### src/rtl/addsub_serial.sv
// Multi-cycle two's-complement add/sub, CHUNK bits per clock.
// Define ADDSUB_SAT_EN to clamp overflowing results to the signed limit.
module addsub_serial #(
  parameter int WIDTH = 16,
  parameter int CHUNK = 4
) (
  input  logic             clk,
  input  logic             reset,
  input  logic             start,
  input  logic             sub,
  input  logic [WIDTH-1:0] a,
  input  logic [WIDTH-1:0] b,
  output logic             busy,
  output logic             done,
  output logic [WIDTH-1:0] result,
  output logic             carry,
  output logic             overflow
);

  localparam int N  = WIDTH / CHUNK;
  localparam int KW = (N > 1) ? $clog2(N) : 1;
  localparam logic [KW-1:0] K_LAST = KW'(N - 1);

  typedef enum logic [1:0] {
    S_IDLE,
    S_RUN,
    S_DONE
  } state_e;

  state_e           state_q, state_d;
  logic [KW-1:0]    k_q, k_d;
  logic [WIDTH-1:0] a_q, a_d;
  logic [WIDTH-1:0] b_q, b_d;
  logic             c_q, c_d;
  logic [WIDTH-1:0] acc_q, acc_d;
  logic [WIDTH-1:0] res_q, res_d;
  logic             cy_q, cy_d;
  logic             ov_q, ov_d;
  logic [CHUNK:0]   csum;
  logic             ovf;
`ifdef ADDSUB_SAT_EN
  logic [WIDTH-1:0] sat;
`endif

  always_comb begin
    state_d = state_q;
    k_d     = k_q;
    a_d     = a_q;
    b_d     = b_q;
    c_d     = c_q;
    acc_d   = acc_q;
    res_d   = res_q;
    cy_d    = cy_q;
    ov_d    = ov_q;
    csum    = '0;
    ovf     = 1'b0;
`ifdef ADDSUB_SAT_EN
    sat     = '0;
`endif
    unique case (state_q)
      S_IDLE, S_DONE: begin
        state_d = S_IDLE;
        if (start) begin
          // b is pre-inverted; carry-in supplies the +1
          a_d     = a;
          b_d     = sub ? ~b : b;
          c_d     = sub;
          k_d     = '0;
          state_d = S_RUN;
        end
      end
      S_RUN: begin
        csum = {1'b0, a_q[k_q*CHUNK +: CHUNK]}
             + {1'b0, b_q[k_q*CHUNK +: CHUNK]}
             + {{CHUNK{1'b0}}, c_q};
        acc_d[k_q*CHUNK +: CHUNK] = csum[CHUNK-1:0];
        c_d = csum[CHUNK];
        k_d = k_q + KW'(1);
        if (k_q == K_LAST) begin
          ovf = (a_q[WIDTH-1] == b_q[WIDTH-1])
             && (acc_d[WIDTH-1] != a_q[WIDTH-1]);
          state_d = S_DONE;
          cy_d    = csum[CHUNK];
          ov_d    = ovf;
`ifdef ADDSUB_SAT_EN
          sat   = a_q[WIDTH-1] ? {1'b1, {(WIDTH-1){1'b0}}}
                               : {1'b0, {(WIDTH-1){1'b1}}};
          res_d = ovf ? sat : acc_d;
`else
          res_d = acc_d;
`endif
        end
      end
      default: state_d = S_IDLE;
    endcase
  end

  always_ff @(posedge clk) begin
    if (reset) begin
      state_q <= S_IDLE;
      k_q     <= '0;
      a_q     <= '0;
      b_q     <= '0;
      c_q     <= 1'b0;
      acc_q   <= '0;
      res_q   <= '0;
      cy_q    <= 1'b0;
      ov_q    <= 1'b0;
    end else begin
      state_q <= state_d;
      k_q     <= k_d;
      a_q     <= a_d;
      b_q     <= b_d;
      c_q     <= c_d;
      acc_q   <= acc_d;
      res_q   <= res_d;
      cy_q    <= cy_d;
      ov_q    <= ov_d;
    end
  end

  assign busy     = (state_q == S_RUN);
  assign done     = (state_q == S_DONE);
  assign result   = res_q;
  assign carry    = cy_q;
  assign overflow = ov_q;

endmodule

### config.mk
export PLATFORM = sky130hd
export DESIGN_NAME = addsub_serial
export DESIGN_NICKNAME = d
export VERILOG_FILES = /design/src/rtl/addsub_serial.sv
export SDC_FILE = /design/constraint.sdc
export NUM_CORES = 1
export LEC_CHECK = 0
export ABC_AREA = 0
export BUFFER_PORTS_ARGS = -buffer_cell sky130_fd_sc_hd__buf_4
export CAP_MARGIN = 5
export CORE_ASPECT_RATIO = 2
export CORE_MARGIN = 2
export CORE_UTILIZATION = 50
export DETAILED_ROUTE_END_ITERATION = 10
export PLACE_DENSITY_LB_ADDON = 0.25
export RECOVER_POWER = 25
export SYNTH_ARGS = -nofsm -noshare
export SYNTH_HDL_FRONTEND = slang
export SYNTH_SLANG_ARGS = --single-unit
### constraint.sdc
create_clock -name clk -period 4.6 [get_ports clk]
set_clock_uncertainty 0.1 [all_clocks]
set_input_delay 0.23 -clock clk [delete_from_list [all_inputs] [get_ports clk]]
set_output_delay 0.23 -clock clk [all_outputs]
set_load 0.005 [all_outputs]
==> Word-level counts from Yosys, hierarchy flattened <==
Index checks and enable logic that the tools add are counted.
{ "word_totals": {"regBits": 71, "input_bits": 36} }
{ "classes": {"addsub": 4, "eq_ne": 7, "shifts": 4, "mux": 9, "n_bitwise": 1, "n_reduce_logical": 7} }
{ "ops": {"columns": ["cell", "count"], "rows": [
  ["$neg 4->34", 1],
  ["$shift 4x34->16 const A", 1],
  ["$shiftx 4x34->16", 1],
  ["$shiftx 16x5->4", 2],
  ["$bwmux 16", 1],
  ["$mux 16", 1],
  ["$not 16->16", 1],
  ["$pmux 2 s2", 2],
  ["$reduce_and 2->1", 3],
  ["$add 4x4->5", 1],
  ["$add 5x1->5", 1],
  ["$eq 2x2->1 const B", 2],
  ["$mux 2", 2],
  ["$add 2x1->2 const B", 1],
  ["$eq 2x1->1 const B", 1],
  ["$logic_not 2->1", 1],
  ["$mux 1", 2],
  ["$ne 2x1->1 const B", 1],
  ["$ne 2x2->1 const B", 1],
  ["$pmux 1 s2", 1],
  ["$reduce_bool 2->1", 1],
  ["$reduce_or 2->1", 1],
  ["$eq 1x1->1", 1],
  ["$logic_and 1x1->1", 1],
  ["$ne 1x1->1", 1]
]} }

==> Depth between registers and ports, before layout <==
{ "depth": {"ltp_word": 7, "mapped_depth": 9} }

==> Least setup slack after synthesis <==
Ideal clock, no wire load.
{ "synth_timing": {"path_type": "register -> register", "startpoint": "register k_q[0]", "endpoint": "register ov_q, in the netlist overflow", "arrival_time_ns": 2.637, "required_time_ns": 4.409, "setup_slack_ns": 1.773, "stages_incl_launch_ff": 9, "path_buffers": 2, "synth_period_minus_slack_ns": 2.827, "path_cell_list": "dfxtp_1 -> buf_4 -> mux4_2 -> fa_1 -> and3_1 -> or3_1 -> buf_6 -> a31o_1 -> a311oi_1"} }
{ "synth_via": {"elab_chain_cells": 7, "word_cells_on_any_way": 12, "cone_classes": "3 x add/sub; 2 x eq/ne; 4 x shift; 1 x mux; 2 x reduce/logical"} }
{ "synth_rtl": {"columns": ["element", "line", "text"], "rows": [
  ["start, declared", "31", "logic [KW-1:0] k_q, k_d;"],
  ["start signal, assigned", "111", "k_q <= k_d;"],
  ["$shiftx 16x5->4 (on tied branches)", "73, 74", null],
  ["$add 4x4->5", "74", "+ {1'b0, b_q[k_q*CHUNK +: CHUNK]}"],
  ["$add 5x1->5", "75", "+ {{CHUNK{1'b0}}, c_q};"],
  ["$shiftx 4x34->16", "76", "acc_d[k_q*CHUNK +: CHUNK] = csum[CHUNK-1:0];"],
  ["$bwmux 16", "76", null],
  ["$ne 1x1->1", "81", "&& (acc_d[WIDTH-1] != a_q[WIDTH-1]);"],
  ["$logic_and 1x1->1", "81", null],
  ["end signal, assigned", "118", "ov_q <= ov_d;"],
  ["end, declared", "38", "logic ov_q, ov_d;"]
]} }
Parallel ways exist; a longest one is shown, timed or not.
A chain may end at the register's enable or synchronous reset.

==> Final worst setup path <==
Same ends and word-level chain as after synthesis.

==> results_dict.tcl <==
set metrics [dict create \
    met1_length_um 2580 \
    worst_pin_slew_ns 0.903 \
    p_per_area_nw_per_um2 394 \
    r2r-end "overflow" \
    grt_pass1_wl_um 12200 \
    synth-seq-cells 71 \
    via_per_inst 5.61 \
    wl_um 7430 \
    ctsHoldBuffers 0 \
    cp-startpoint "k_q[0]" \
    cap_violations 0 \
    end_kind "register" \
    fmax_mhz 309 \
    grt_use_total_pct 22.9 \
    start_util_pct 51.4 \
    drtAntennaViolNets 0 \
    r2r_slack_ns 1.36 \
    hpwl_um 5330 \
    core_um2 6260 \
    status "finished clean" \
    clock_latency_ns 0.33 \
    crit_required_ns 4.75 \
    antenna_cells 0 \
    fp.dieH_um 117 \
    critPathKind "register to register" \
    cp_slowest_cell "dfxtp_1" \
    path_clk_slew_ns 0.05 \
    cts_resized 0 \
    cts_root_buf "clkbuf_16" \
    antenna_found_initial 0 \
    syn_inst 357 \
    cts_sinks 71 \
    setup_ws_ns 1.36 \
    grt_pass1_vias 2729 \
    fin_hold_ws_ns 0.0474 \
    fp.dieArea_um2 7130 \
    drive_gt1_share_pct 20.8 \
    num_rows 41 \
    irDropWorstVdd_uv 328 \
    area_growth_pct 22.8 \
    final_max_slew_viol_count 0 \
    drtIter0Drc 115 \
    wl_met3_um 352 \
    die_x_um 60.7 \
    r2r-start "k_q[0]" \
    maxSlewHeadroom_pct 39.3 \
    rr_worst_depth 6 \
    io_buffers 55 \
    power.leakage_nw 1.52 \
    pre_cts_ws_ns 1.36 \
    io_pins 56 \
    clk_path_buf_depth 2 \
    worst-path-max-fanout 15 \
    setup_tns_ns 0 \
    grt_max_degree 72 \
    worstPathArrival_ns 3.38 \
    dr.max_layer_used "met4" \
    yosys_warnings 0 \
    crit_path_end "overflow" \
    gp_congestion 0.887 \
    cp_slowest_stage_delay_ns 0.81 \
    cts_made_buffers 9 \
    post_cts_buffers 0 \
    synthDistinctLibCells 36 \
    final_cell_mix "dfxtp_1 (71), nor2_1 (50), nand2_1 (44)" \
    hp-class "input pin to register" \
    crit_path_cell_trace "mux4_2, fa_1, and3_1, or3_1, a31o_1, a311oi_1" \
    hold_viol 0 \
    grt_overflow_total 0 \
    ctsHtreeMaxLevel 3 \
    fin_nets 445 \
    crit_path_start_kind "register" \
    wl_met2_um 4000 \
    period_needed_ns 3.24 \
    finalSetupViolCount 0 \
    hold_start "a[9]" \
    final_common_cell "dfxtp_1" \
    drtPass1Iterations 4 \
    syn-num-nets 404 \
    period_share_pct 70.4 \
    synth_area_per_cell_um2 9.01 \
    synth_area_um2 3220 \
    rsz0062_at_grt "false" \
    wl_per_cell_um 15.2 \
    yosysSeqAreaShare_pct 44.2 \
    drc_errors 0 \
    vias 2745 \
    cts_tree "built" \
]
==> synth_stat cells <==
cell type  instances  area [µm²]
nor2b_1            6        37.5
a21oi_1           27         135
buf_4              1        7.51
nand2_1           44         165
nand4_1            5        31.3
clkbuf_1          18        67.6
o21ai_0            1        5.00
a221oi_1          12         105
inv_1             10        37.5
nand3_1            3        15.0
buf_1              1        3.75
and3_1             1        6.26
buf_2              6        30.0
a31o_1             1        8.76
a311oi_1           1        8.76
dfxtp_1           71        1420
nor4_4             1        21.3
o21a_1             1        7.51
a211oi_1          20         150
nor4b_2            2        30.0
nand2b_1           2        12.5
or3_1              1        6.26
a21o_1             1        7.51
buf_6              1        11.3
a32oi_1            4        35.0
a22oi_1           10        75.1
xnor2_1           17         149
ha_1               9         113
nor3_1            15        75.1
and2_1             2        12.5
o21ai_1            1        5.00
a31oi_1            1        6.26
fa_1               2        40.0
mux4_2             8         180
nor2_1            50         188
nand3b_1           1        7.51
==> critical path: cells and delay by family (launching register included) <==
family,cells,cell delay [ns]
muxes,1,0.61
and+or+nand+nor,2,0.68
adders and majority gates,1,0.43
AOI/OAI and AO/OA,2,0.51
DFF,1,0.81
==> stage by stage <==
stage | instance area, µm² | util [%] | power (mW) | instances
finish | 3950 | 63.1 | 1.56 | 489
global route | 3950 | 63.1 | 1.62 | 489
CTS | 3950 | 63.1 | 1.57 | 489
detailed placement | 3640 | 58.2 | 0.865 | 473
global placement | 3640 | 58.2 | 0.859 | 473
floorplan | 3220 | - | 0.807 | 357
==> area by class of cell <==
| cell class | instances | area [µm²] |
|---|---|---|
| clock inverters | 3 | 40.0 |
| multi-input cells | 249 | 1650 |
| fillers | 560 | 2310 |
| flip-flops and latches | 71 | 1420 |
| inverters | 10 | 37.5 |
| well taps | 86 | 108 |
| repair buffers | 57 | 428 |
| clock buffers | 13 | 270 |
==> per-layer routing <==
metal	up-vias	track usage, %
li1	1342	-
met2	101	38.0
met3	34	6.92
met4	0	17.0
met5	-	0
met1	1268	22.2
==> cells by family (layout without fill, tap and decap cells) <==
kind of cell,count (synthesis),after routing,synth area share (%)
simple gates,133,133,18.9
compound gates,80,80,17.1
flops,71,71,44.2
buf+inv,37,83,4.90
xor+xnor,17,17,4.63
fa+ha+maj,11,11,4.74
mux,8,8,5.60
==> registers in the layout, summed over array words and instances, names as in the netlist <==
signal and count:
a_q 16, acc_q 16, b_q 16, result 16, k_q 2, state_q 2
c_q 1, carry 1, overflow 1
==> worst min path at each step <==
stage                           end  slack [ns]  cells after the start
final                        a_q[9]        0.05                      3
after global routing        a_q[14]        0.04                      3
after CTS                    a_q[8]        0.04                      3
after detailed placement  acc_q[15]        0.35                      2
after global placement       a_q[2]        0.34                      2
after floorplan              a_q[0]        0.27                      2
==> power by group <==
group          switching, mW  leakage (nW)  total, mW  internal [mW]
Sequential            0.0215         0.579      0.664          0.642
Combinational          0.108         0.781      0.189         0.0812
Clock                  0.241         0.156      0.703          0.462
Total                  0.371          1.52       1.56           1.19
Power figures use the tool's default switching activity.
